[src/rtl/prince_pkg.sv]
// prince_pkg: PRINCE ShiftRows nibble permutations and serial FSM state encoding
package prince_pkg;
   typedef enum logic {LOAD = 1'b0, DRAIN = 1'b1} sr_state_e;
   // nibble k of each table is the source index for output nibble k
   localparam logic [63:0] Q_TAB = 64'hFA50_B61C_72D8_3E94;
   localparam logic [63:0] P_TAB = 64'hF258_BE14_7AD0_369C;
   function automatic logic [3:0] q_idx(input logic [3:0] k);
      return Q_TAB[{k, 2'b00} +: 4];
   endfunction
   function automatic logic [3:0] p_idx(input logic [3:0] k);
      return P_TAB[{k, 2'b00} +: 4];
   endfunction
endpackage

[src/rtl/nibble_buf16.sv]
// nibble_buf16: 16-entry register file, one write port, one combinational read port
module nibble_buf16 #(
   parameter int W = 4
) (
   input  logic         clk,
   input  logic         we_i,
   input  logic [3:0]   waddr_i,
   input  logic [W-1:0] wdata_i,
   input  logic [3:0]   raddr_i,
   output logic [W-1:0] rdata_o
);
   logic [W-1:0] mem_q [16];
   always_ff @(posedge clk) if (we_i) mem_q[waddr_i] <= wdata_i;
   assign rdata_o = mem_q[raddr_i];
endmodule

[src/rtl/prince_shiftrows_serial.sv]
// prince_shiftrows_serial: nibble-serial forward/inverse ShiftRows over SHARES independent shares
module prince_shiftrows_serial
   import prince_pkg::*;
#(
   parameter int SHARES = 1
) (
   input  logic                clk,
   input  logic                rst_n,
   input  logic                mode,
   input  logic                in_valid,
   output logic                in_ready,
   input  logic [4*SHARES-1:0] in_nib,
   output logic                out_valid,
   input  logic                out_ready,
   output logic [4*SHARES-1:0] out_nib,
   output logic                out_last
);
   sr_state_e  state_q;
   logic [3:0] wr_cnt_q, rd_cnt_q, rd_idx;
   logic       mode_q, in_acc, out_acc;
   assign in_ready  = state_q == LOAD;
   assign out_valid = state_q == DRAIN;
   assign out_last  = out_valid && rd_cnt_q == 4'hf;
   assign in_acc    = in_valid && in_ready;
   assign out_acc   = out_valid && out_ready;
   assign rd_idx    = mode_q ? p_idx(rd_cnt_q) : q_idx(rd_cnt_q);
   nibble_buf16 #(.W(4*SHARES)) u_buf (
      .clk     (clk),
      .we_i    (in_acc),
      .waddr_i (wr_cnt_q),
      .wdata_i (in_nib),
      .raddr_i (rd_idx),
      .rdata_o (out_nib)
   );
   // 4-bit counters wrap 15->0 on their own, so only the state needs an explicit turn-around
   always_ff @(posedge clk) begin
      if (!rst_n) begin
         state_q  <= LOAD;
         wr_cnt_q <= '0;
         rd_cnt_q <= '0;
         mode_q   <= 1'b0;
      end else if (in_acc) begin
         wr_cnt_q <= wr_cnt_q + 4'd1;
         if (wr_cnt_q == 4'd0) mode_q <= mode;
         if (wr_cnt_q == 4'hf) state_q <= DRAIN;
      end else if (out_acc) begin
         rd_cnt_q <= rd_cnt_q + 4'd1;
         if (rd_cnt_q == 4'hf) state_q <= LOAD;
      end
   end
endmodule
[config.mk]
export PLATFORM = sky130hd
export DESIGN_NAME = prince_shiftrows_serial
export DESIGN_NICKNAME = d
export VERILOG_FILES = /design/src/rtl/prince_pkg.sv /design/src/rtl/nibble_buf16.sv /design/src/rtl/prince_shiftrows_serial.sv
export SDC_FILE = /design/constraint.sdc
export NUM_CORES = 1
export LEC_CHECK = 0
export ABC_AREA = 1
export BUFFER_PORTS_ARGS = -buffer_cell sky130_fd_sc_hd__buf_2
export CELL_PAD_IN_SITES_DETAIL_PLACEMENT = 1
export CELL_PAD_IN_SITES_GLOBAL_PLACEMENT = 2
export CORE_MARGIN = 5
export CORE_UTILIZATION = 30
export CTS_BUF_LIST = sky130_fd_sc_hd__clkbuf_4 sky130_fd_sc_hd__clkbuf_8
export DETAILED_ROUTE_END_ITERATION = 6
export PLACE_DENSITY = 0.66
export SLEW_MARGIN = 0
export SYNTH_ARGS = -nofsm -noshare
export SYNTH_HDL_FRONTEND = slang
export SYNTH_SLANG_ARGS = --single-unit
[constraint.sdc]
create_clock -name clk -period 1.4 [get_ports clk]
set_input_delay 0.14 -clock clk [delete_from_list [all_inputs] [get_ports clk]]
set_output_delay 0.14 -clock clk [all_outputs]
set_load 0.02 [all_outputs]
Word level (Yosys, flattened, before mapping)

Memories as Yosys holds them, arrays and structs flattened.
Cells that the tools add are included.

Memory bits (writable): 64
Memories: 1
Flip-flop bits (word level): 10
Output and inout bits: 7
Bits of input ports: 9
Logic and storage cells: 30

Muxes and demuxes: 7
$add $sub $neg: 2
Reductions and logical operators: 9
Bitwise operators: 2
Shift operators: 2
Equal/unequal tests: 3

Memory list:

| memory      | depth | width | read ports | clocked after memory_dff | write ports | line               | source |
|---|---|---|---|---|---|---|---|
| u_buf.mem_q | 16    | 4     | 1          | 0                        | 1           | nibble_buf16.sv:12 | `logic [W-1:0] mem_q [16];` |

Operators by type and width:

| cell                      | number |
|---|---|
| $shiftx A64 B7 Y4 const A | 2 |
| $add A4 B1 Y4 const B     | 2 |
| $eq A4 B4 Y1 const B      | 2 |
| $mux W1                   | 6 |
| $logic_not A4 Y1          | 1 |
| $mux W4                   | 1 |
| $reduce_and A2 Y1         | 2 |
| $reduce_bool A2 Y1        | 2 |
| $logic_and A1 B1 Y1       | 3 |
| $reduce_and A3 Y1         | 1 |
| $ne A2 B1 Y1 const B      | 1 |
| $not A1 Y1                | 2 |

Depth between registers and ports, before layout

Gate-level depths: netlist (run 1).

Depth after elaboration: 4
Depth in mapped cells: 11
Depth with buffers taken out: 9

By module

A second synthesis (run 1) with hierarchy kept.

Cell total of the unflattened synthesis: 368
Area, all modules: 3,474.6 µm²

By module, submodules not included:

| module                  | cells an instance | area an instance (µm²) | times used |
|---|---|---|---|
| nibble_buf16            | 286               | 2,886.5                | 1 |
| prince_shiftrows_serial | 82                | 588.1                  | 1 |

Worst setup path after synthesis (run 1)

OpenSTA, ideal clock, no wires.

Path type: reg-to-output
Start point: reg rd_cnt_q[0]
End point: out out_nib[2]
Buffers on the path: 2
Slack: -0.253 ns
Data arrival time: 1.513 ns
Stages on the path, launching flop included: 12
Cell sequence: dfxtp_1 > buf_6 > inv_6 > buf_4 > ha_1 > nor2_1 > nand2_1 > nand2_1 > nand3_1 > nand2_1 > nand2_1 > nand2_1

Longest elaborated chain between the ends: 3
Elaborated cells on any way between the ends: 4

RTL lines:

| item                                        | line                              | source |
|---|---|---|
| start: declaration                          | prince_shiftrows_serial.sv:19     | `logic [3:0] wr_cnt_q, rd_cnt_q, rd_idx;` |
| start signal: assignment                    | prince_shiftrows_serial.sv:47     | `rd_cnt_q <= rd_cnt_q + 4'd1;` |
| $shiftx A64 B7 Y4, on equally long branches | prince_pkg.sv:8, prince_pkg.sv:11 |  |
| $mux W4 (*)                                 | prince_shiftrows_serial.sv:26     | `assign rd_idx = mode_q ? p_idx(rd_cnt_q) : q_idx(rd_cnt_q);` |
| $mem_v2 Z16 W4 (*)                          | n/a                               |  |
| end: declaration                            | prince_shiftrows_serial.sv:15     | `output logic [4*SHARES-1:0] out_nib,` |

Mark *: on every way between the ends. The rest lies on a longest branch, timed or not.

Final worst setup path (run 1)

Start point: reg rd_cnt_q[1]
End point: out out_nib[3]

Same word-level chain as after synthesis.

==> results.yml, run 1 <==
layout:
  nNetsFinal: 434
  final.fill_count: 1315
  area_growth_pct: 22.80
  layout_commonest_cell: "nand2_1"
  n_antenna_cell: 0
  final_cell_mix: "nand2_1, inv_1, edfxtp_1, nand3_1, buf_4"
  fin_util_pct: 37.28
  drive_gt1_share_pct: 27.08
placed_design:
  gp_congestion: 0.7780
  numPortBuffers: 15
  place_hpwl_um: 6551
cts:
  cts_sinks: 74
  cts-root-buf: "clkbuf_8"
  clkLatencyLatePin_ns: 0.35
  cts_buffers: 9
  cts_hold_buf: 0
  cts_tree: "built"
  cts_setup_buffers: 0
  h-tree-depth: 3
  clk_path_buf_depth: 2
  path_clk_slew_ns: 0.07
power_and_ir_drop:
  p_per_area_nw_per_um2: 957.3
  ir_worst_vdd_uv: 448.1
  p_leak_nw: 1.803
timing:
  hold_viol: 0
  timing.setup.tns_ns: -1.717
  fin_skew_ns: 0.006654
  rsz0062_at_grt: "yes"
  maxSlewHeadroom_pct: 70.32
  max_freq_mhz: 555.8
  finalMaxSlewViolations: 0
  setup_viol: 5
  worst_slack_ns: -0.3991
  min_period_ns: 1.799
  worst_pin_slew_ns: 0.4453
  period_share_pct: 128.5
global_routing:
  grt_util_met3_pct: 2.211
  grt_max_degree: 19
  overflow: 0
  antenna_found_initial: 0
  top_usage_layer: "met2"
  grt_pass1_vias: 2710
  use_met2_pct: 24.17
  grt_use_met1_pct: 19.07
  track_usage_pct: 14.67
  grt_pass1_wl_um: 14640
logic_synthesis:
  synth_compound_area_share_pct: 2.175
  synth_top_family_by_area: "simple AND/OR/NAND/NOR gates"
  synth_xor_area_share_pct: 0
  ys_seq_area_share_pct: 61.47
  avgSynthCellArea_um2: 9.305
  yosys_warnings: 0
  synthAdderAreaFrac_pct: 2.537
  syn_inst: 371
  synthMuxAreaShare_pct: 0
  syn_area_um2: 3452
  syn-num-nets: 387
  yosysUniqueCellTypes: 17
  synth.ff_latch_count: 74
  synth-simple-area-share_pct: 23.34
status:
  failed_checks: "negative setup slack"
  status: "finished with violations"
critical_path:
  start_kind: "flip-flop"
  cp_data_required_time_ns: 1.26
  slowest_stage: "dfxtp_2"
  worstPathArrival_ns: 1.66
  cp_max_fo: 8
  path_class: "flip-flop to output port"
  crit_family: "simple AND/OR/NAND/NOR gates"
  crit_chain: "buf_4 > ha_4 > nor2_4 > nand2_2 > nand2_4 > nand3_1 > nand3_1 > nand2_2 > buf_4"
  cp_num_buf_inv: 2
  slowest_delay_ns: 0.34
  endpoint_kind: "output port"
  reg2reg_setup_slack_ns: 0.08
route:
  vias_per_cell: 4.491
  drt_iter0_drc: 81
  wl_per_cell_um: 16.20
  route.detailed.drc: 0
  vias: 2533
  first_pass_iters: 4
  ant_nets: 0
  routed_wl_um: 9134
die:
  dieArea_um2: 13750
  fp.dieH_um: 117.3
  die_w_um: 117.3
  rows: 39
  start_util_pct: 30.36
  core_area_um2: 11370
  io_pins: 16
job:
  maxCapViolCount: 0
worst_hold_path:
  min_path_type: "input pin to flip-flop"
-- cells in the mapped netlist, drive strengths merged --
| cell type | instances | area share [%] |
|---|---|---|
| nor3 | 3 | 0.43 |
| dfxtp | 10 | 5.8 |
| o21ai | 7 | 1.0 |
| inv | 72 | 8.0 |
| nand2 | 105 | 11 |
| nand3 | 61 | 8.8 |
| ha | 7 | 2.5 |
| a21oi | 8 | 1.2 |
| edfxtp | 64 | 56 |
| buf | 11 | 2.5 |
| nor2 | 23 | 2.6 |
-- layout make-up --
| cell class | count | area, um2 | share of cell area [%] |
|---|---|---|---|
| Sequential cell | 74 | 2130 | 50.24 |
| Multi-Input combinational cell | 214 | 1155 | 27.24 |
| Timing Repair Buffer | 47 | 342.8 | 8.087 |
| Inverter | 72 | 280.3 | 6.612 |
| Tap cell | 143 | 178.9 | 4.221 |
| Clock buffer | 10 | 131.4 | 3.099 |
| Clock inverter | 4 | 21.27 | 0.5018 |
-- repair_timing --
action | CTS | global route
resized for setup | 35 | 17
pin swaps | 10 | 2
endpoints found under the setup margin | 33 | 49
-- layer usage --
metal  up-vias  share of wire, %
li1       1275                 -
met1      1232                47
met5         -                 0
met2        16                50
met4         0               1.6
met3        10               1.9
-- kinds of logic (layout without fill, tap and decap cells) --
kind of cell,after synthesis,count (layout)
and+or+nand+nor,192,192
buffers and inverters,83,133
DFF,74,74
AOI/OAI and AO/OA,15,15
adders and majority gates,7,7
-- final timing paths --
kind                                 start                     endpoint  depth (start not counted)
setup / recovery  rd_cnt_q[1]$_SDFFE_PN0P_                   out_nib[3]                          9
hold / removal                        mode          mode_q$_SDFFE_PN0P_                          3
setup reg to reg  wr_cnt_q[1]$_SDFFE_PN0P_  u_buf.mem_q[1][0]$_DFFE_PP_                          5
hold reg to reg   wr_cnt_q[0]$_SDFFE_PN0P_     wr_cnt_q[0]$_SDFFE_PN0P_                          2
-- sequential cells by signal, indices dropped and copies added, names as in the netlist --
| register | cells |
|---|---|
| u_buf.mem_q | 64 |
| rd_cnt_q | 4 |
| wr_cnt_q | 4 |
| mode_q | 1 |
| out_valid | 1 |
-- stage by stage --
stage	total power [mW]	worst slack, ns	hold slack [ns]	cell area, um2	cells
after floorplan	2.579	-0.06061	0.2389	3523	371
after global placement	2.688	-0.08978	0.4083	3924	550
after detailed placement	2.692	-0.1741	0.4076	3924	550
after CTS	4.112	-0.4308	0.03239	4198	564
after global routing	4.231	-0.4858	0.05430	4239	564
final	4.058	-0.3991	0.04325	4239	564
-- power by group --
part           internal [mW]  switching (mW)  total, mW
combinational         0.0747           0.159      0.233
sequential              2.42          0.0142       2.43
clock                  0.631           0.759       1.39
-- tightest hold or removal path: stages --
cell    delay (ns)
buf_2         0.09
nor3_1        0.05
nor2_1        0.08
(Power assumes the default switching activity.)
==> run 2, diff against run 1 <==
--- a/config.mk
+++ b/config.mk
@@ -10,10 +10,11 @@
 export CELL_PAD_IN_SITES_DETAIL_PLACEMENT = 1
 export CELL_PAD_IN_SITES_GLOBAL_PLACEMENT = 2
 export CORE_MARGIN = 5
-export CORE_UTILIZATION = 30
+export CORE_UTILIZATION = 36
 export CTS_BUF_LIST = sky130_fd_sc_hd__clkbuf_4 sky130_fd_sc_hd__clkbuf_8
 export DETAILED_ROUTE_END_ITERATION = 6
-export PLACE_DENSITY = 0.66
+export PLACE_DENSITY = 0.77
+export SKIP_CTS_REPAIR_TIMING = 1
 export SLEW_MARGIN = 0
 export SYNTH_ARGS = -nofsm -noshare
 export SYNTH_HDL_FRONTEND = slang
==> run 2 against run 1 <==
Net effect: the flow still finishes with violations (negative setup slack); power is essentially flat; design area is 1.3% higher; sequential power is essentially flat; via count fell by 0.47%; cell count is 3.9% lower; die area decreased by 15%; critical path type unchanged; critical endpoint unchanged.
==> results.yml, run 2 (synthesized netlist as in run 1, its figures left out) <==
status:
  status: "finished with violations"
  failed_checks: "negative setup slack"
layout:
  final_cell_mix: "nand2_1, inv_1, edfxtp_1, nand3_1, buf_4"
  largestRegisters: "u_buf.mem_q (64), rd_cnt_q (4), wr_cnt_q (4)"
  layout_commonest_cell: "nand2_1"
  drive_gt1_share_pct: 27.60
  top_register: "u_buf.mem_q"
  nNetsFinal: 425
  stdcell_area_um2: 4294
  final.fill_count: 1096
  finalNonFillerCells: 542
  multi_input_area_um2: 1252
  fin_util_pct: 46.25
  area_growth_pct: 24.39
  largest_register_ffs: 64
  n_antenna_cell: 0
  seq_area_um2: 2130
cts:
  h-tree-depth: 3
  cts_tree: "built"
  clk_path_buf_depth: 2
  clkLatencyLatePin_ns: 0.34
  cts-root-buf: "clkbuf_8"
  cts_sinks: 74
  cts_buffers: 9
  path_clk_slew_ns: 0.07
global_routing:
  grt_pass1_vias: 2593
  grt_pass1_wl_um: 13630
  track_usage_pct: 15.79
  antenna_found_initial: 0
  overflow: 0
  grt_max_degree: 37
timing:
  worst_slack_ns: -0.4067
  worst_pin_slew_ns: 0.3699
  rsz0062_at_grt: "yes"
  hold_viol: 0
  setup_viol: 5
  min_period_ns: 1.807
  maxSlewHeadroom_pct: 75.34
  fin_skew_ns: 0.01396
  finalMaxSlewViolations: 0
  max_freq_mhz: 553.5
  period_share_pct: 129.0
  whs_ns: 0.04199
route:
  route.detailed.drc: 0
  routed_wl_um: 8756
  vias_per_cell: 4.651
  drt_iter0_drc: 91
  vias: 2521
  wl_per_cell_um: 16.15
  ant_nets: 0
  first_pass_iters: 4
power_and_ir_drop:
  p_leak_nw: 1.775
  p_per_area_nw_per_um2: 944.2
  ir_worst_vdd_uv: 563.8
placed_design:
  place_inst: 525
  numPortBuffers: 15
  dp_slack_ns: -0.1666
  gp_congestion: 0.7944
  place_hpwl_um: 6352
  placed_area_um2: 3836
worst_hold_path:
  min_path_type: "input pin to flip-flop"
  hold_start: "mode"
die:
  dieArea_um2: 11650
  core_area_um2: 9284
  die_w_um: 107.9
  start_util_pct: 37.18
  fp.dieH_um: 107.9
  rows: 35
  io_pins: 16
job:
  maxCapViolCount: 0
critical_path:
  cp_data_required_time_ns: 1.26
  start_kind: "flip-flop"
  crit_start: "rd_cnt_q[0]$_SDFFE_PN0P_"
  path_class: "flip-flop to output port"
  cp_max_fo: 8
  r2r-start: "out_valid$_SDFFE_PN0P_"
  worstPathArrival_ns: 1.67
  endpoint_kind: "output port"
run 2: power breakdown:
| group | internal (mW) | switching (mW) |
|---|---|---|
| Combinational | 0.0686 | 0.148 |
| Clock | 0.646 | 0.757 |
| Sequential | 2.42 | 0.0153 |
run 2: final cells by class:
| cell class | instances | area share (%) |
|---|---|---|
| sequential | 74 | 49.59 |
| multi-input combinational | 214 | 29.17 |
| timing repair buffer | 38 | 7.197 |
| inverter | 72 | 6.469 |
| tap | 129 | 3.759 |
| clock buffer | 10 | 3.059 |
| clock inverter | 5 | 0.7576 |
run 2: path summary, 6_finish.rpt:
check	to	slack [ns]	cells after the start
max	out_nib[3]	-0.41	9
min	mode_q$_SDFFE_PN0P_	0.04	3
max reg2reg	u_buf.mem_q[6][2]$_DFFE_PP_	0.03	5
min reg2reg	wr_cnt_q[0]$_SDFFE_PN0P_	0.54	2
run 2: critical path, stage by stage (launching register included):
cell and delay (ns):
dfxtp_4 0.41, inv_8 0.05, ha_4 0.16, nor2_4 0.12, nand2_4 0.08, nand2_8 0.12
nand3_4 0.10, nand3_2 0.09, nand2_2 0.04, buf_4 0.15
run 2: layer usage:
| metal | part of all wire, % | up-vias | routed length (um) | global-route usage, % |
|---|---|---|---|---|
| met4 | 2.0 | 0 | 174 | 6.222 |
| met2 | 48 | 30 | 4181 | 25.67 |
| met1 | 47 | 1213 | 4082 | 20.58 |
| met3 | 3.6 | 15 | 317 | 3.419 |
| met5 | 0 | - | 0 | 0 |
| li1 | - | 1263 | - | - |
run 2: per-stage QoR:
stage	setup TNS, ns	power [mW]
floorplan	-0.2312	2.579
global placement	-0.6561	2.671
detailed placement	-1.179	2.675
CTS	-3.461	4.070
global route	-2.922	4.219
finish	-1.754	4.054
==> run 3, diff against run 2 <==
--- a/config.mk
+++ b/config.mk
@@ -9,11 +9,12 @@
 export BUFFER_PORTS_ARGS = -buffer_cell sky130_fd_sc_hd__buf_2
 export CELL_PAD_IN_SITES_DETAIL_PLACEMENT = 1
 export CELL_PAD_IN_SITES_GLOBAL_PLACEMENT = 2
-export CORE_MARGIN = 5
+export CORE_MARGIN = 2
 export CORE_UTILIZATION = 36
 export CTS_BUF_LIST = sky130_fd_sc_hd__clkbuf_4 sky130_fd_sc_hd__clkbuf_8
 export DETAILED_ROUTE_END_ITERATION = 6
-export PLACE_DENSITY = 0.77
+export PLACE_DENSITY = 0.74
+export RECOVER_POWER = 100
 export SKIP_CTS_REPAIR_TIMING = 1
 export SLEW_MARGIN = 0
 export SYNTH_ARGS = -nofsm -noshare
==> run 3 against run 2 <==
Net effect: core utilization shrank 0.49 points; non-clock buffer count grew 3; combinational power is essentially flat; maximum frequency shrank 1.5%; clock power grew 36%; design area shrank 1.0%; first-iteration DRC count shrank 23%; wire length grew 4.0%; the run still ends with negative setup slack left; register-to-register slack lost 0.02 ns.
==> results.yml, run 3 (synthesized netlist as in run 1, its figures left out) <==
status:
  status: "finished with violations"
  failed_checks: "negative setup slack"
critical_path:
  rr_endpoint: "out_valid$_SDFFE_PN0P_"
  worstPathArrival_ns: 1.69
  start_kind: "flip-flop"
  reg2reg_setup_slack_ns: 0.01
  cp_max_fo: 8
  cp_data_required_time_ns: 1.26
  r2r-start: "rd_cnt_q[0]$_SDFFE_PN0P_"
  endpoint_kind: "output port"
  path_class: "flip-flop to output port"
  r2r_cells: 5
global_routing:
  grt_pass1_wl_um: 14480
  grt_pass1_vias: 2615
  track_usage_pct: 19.09
  antenna_found_initial: 0
  grt_max_degree: 37
  overflow: 0
power_and_ir_drop:
  seqPwrFrac_pct: 53.5
  swShare_pct: 21.37
  power_switching_mw: 0.9733
  p_leak_nw: 1.787
  p_int_mw: 3.581
  clock_power_share_pct: 41.7
  pwr-share-comb_pct: 4.8
  ir_worst_vdd_uv: 614.5
  p_per_area_nw_per_um2: 1072
die:
  fp.dieH_um: 101.9
  rows: 35
  dieArea_um2: 10390
  start_util_pct: 37.18
  io_pins: 16
  die_w_um: 101.9
  core_area_um2: 9284
route:
  vias: 2505
  vias_per_cell: 4.588
  wl_per_cell_um: 16.68
  first_pass_iters: 4
  drt_iter0_drc: 70
  routed_wl_um: 9108
  route.detailed.drc: 0
  ant_nets: 0
timing:
  worst_slack_ns: -0.4336
  hold_viol: 0
  fin_skew_ns: 0.005965
  finalMaxSlewViolations: 0
  rsz0062_at_grt: "yes"
  setup_viol: 5
  min_period_ns: 1.834
  maxSlewHeadroom_pct: 41.84
  period_share_pct: 131.0
  worst_pin_slew_ns: 0.8724
  max_freq_mhz: 545.4
layout:
  largest_register_ffs: 64
  area_growth_pct: 23.09
  nNetsFinal: 428
  n_antenna_cell: 0
  multi_input_area_um2: 1159
  seq_area_um2: 2127
  final.fill_count: 1062
  drive_gt1_share_pct: 23.26
  final_cell_mix: "nand2_1, inv_1, edfxtp_1, nand3_1, buf_4"
  layout_commonest_cell: "nand2_1"
  largestRegisters: "u_buf.mem_q (64), rd_cnt_q (4), wr_cnt_q (4)"
  top_register: "u_buf.mem_q"
  stdcell_area_um2: 4249
worst_hold_path:
  min_path_type: "input pin to flip-flop"
  min_path_cells: 3
  holdPathEnd: "mode_q$_SDFFE_PN0P_"
  hold_start: "mode"
cts:
  cts_tree: "built"
  clkLatencyLatePin_ns: 0.35
  h-tree-depth: 3
  clk_path_buf_depth: 2
  cts_buffers: 9
  path_clk_slew_ns: 0.08
  cts-root-buf: "clkbuf_8"
  cts_sinks: 74
job:
  maxCapViolCount: 0
placed_design:
  placed_area_um2: 3879
  numPortBuffers: 15
  place_hpwl_um: 6459
  dp_slack_ns: -0.1431
  gp_congestion: 0.7522
## run 3: cell types whose count changed in the layout (fill, tap and decap cells not counted), moves of 3 or more
cell and delta:
buf_2 -3, buf_4 -3, clkbuf_1 +7, clkbuf_4 +3, nand2_1 +3, nand3_1 +6
nand3_4 -5, nor2_1 +3, nor2_2 -3
## run 3: metrics by stage
stage | power, mW | std cells | utilization [%] | TNS, ns | hold slack [ns]
global route | 4.709 | 546 | 45.77 | -4.665 | 0.08740
detailed placement | 2.688 | 529 | 41.78 | -0.7239 | 0.4496
finish | 4.554 | 546 | 45.77 | -2.054 | 0.07384
floorplan | 2.579 | 371 | - | -0.2312 | 0.2389
CTS | 4.591 | 545 | 44.25 | -2.885 | 0.07589
global placement | 2.680 | 529 | 41.78 | -0.3122 | 0.4479
## run 3: layer usage
metal | global-route usage (%) | wire [um]
met5 | 0 | 0
met1 | 26.42 | 4314
met4 | 6.051 | 133
met2 | 30.92 | 4444
met3 | 3.146 | 215
## run 3: critical path: stages, from the launching register on
cell and delay (ns):
dfxtp_4 0.40, inv_8 0.05, ha_4 0.17, nor2_4 0.10, nand2_2 0.07, nand2_4 0.13, nand3_1 0.09, nand3_1 0.10
nand2_2 0.06, buf_4 0.16
## run 3: power groups by stage
stage	sequential, mW	combinational [mW]	clock [mW]
after global placement	2.48	0.195	0
after detailed placement	2.49	0.202	0
final	2.43	0.219	1.90
after floorplan	2.48	0.0973	0
after global routing	2.44	0.248	2.02
after CTS	2.43	0.204	1.95
## run 3: worst max-delay path by stage
stage,start,end,slack [ns],depth (start not counted)
6_report,rd_cnt_q[0]$_SDFFE_PN0P_,out_nib[1],-0.43,9
5_1_grt,rd_cnt_q[0]$_SDFFE_PN0P_,out_nib[2],-0.55,10
4_1_cts,rd_cnt_q[0]$_SDFFE_PN0P_,out_nib[1],-0.54,9
3_5_place_dp,rd_cnt_q[0]$_SDFFE_PN0P_,out_nib[1],-0.14,9
3_3_place_gp,rd_cnt_q[0]$_SDFFE_PN0P_,out_nib[0],-0.07,9
2_1_floorplan,rd_cnt_q[0]$_SDFFE_PN0P_,out_nib[2],-0.06,11
## run 3: final cells by class
cell class                      count  share of cell area, %
Clock buffer                       12                  3.592
Inverter                           72                  6.537
Clock inverter                      4                  1.796
Tap cell                          129                  3.799
Sequential cell                    74                  50.06
Timing Repair Buffer               41                  6.949
Multi-Input combinational cell    214                  27.27
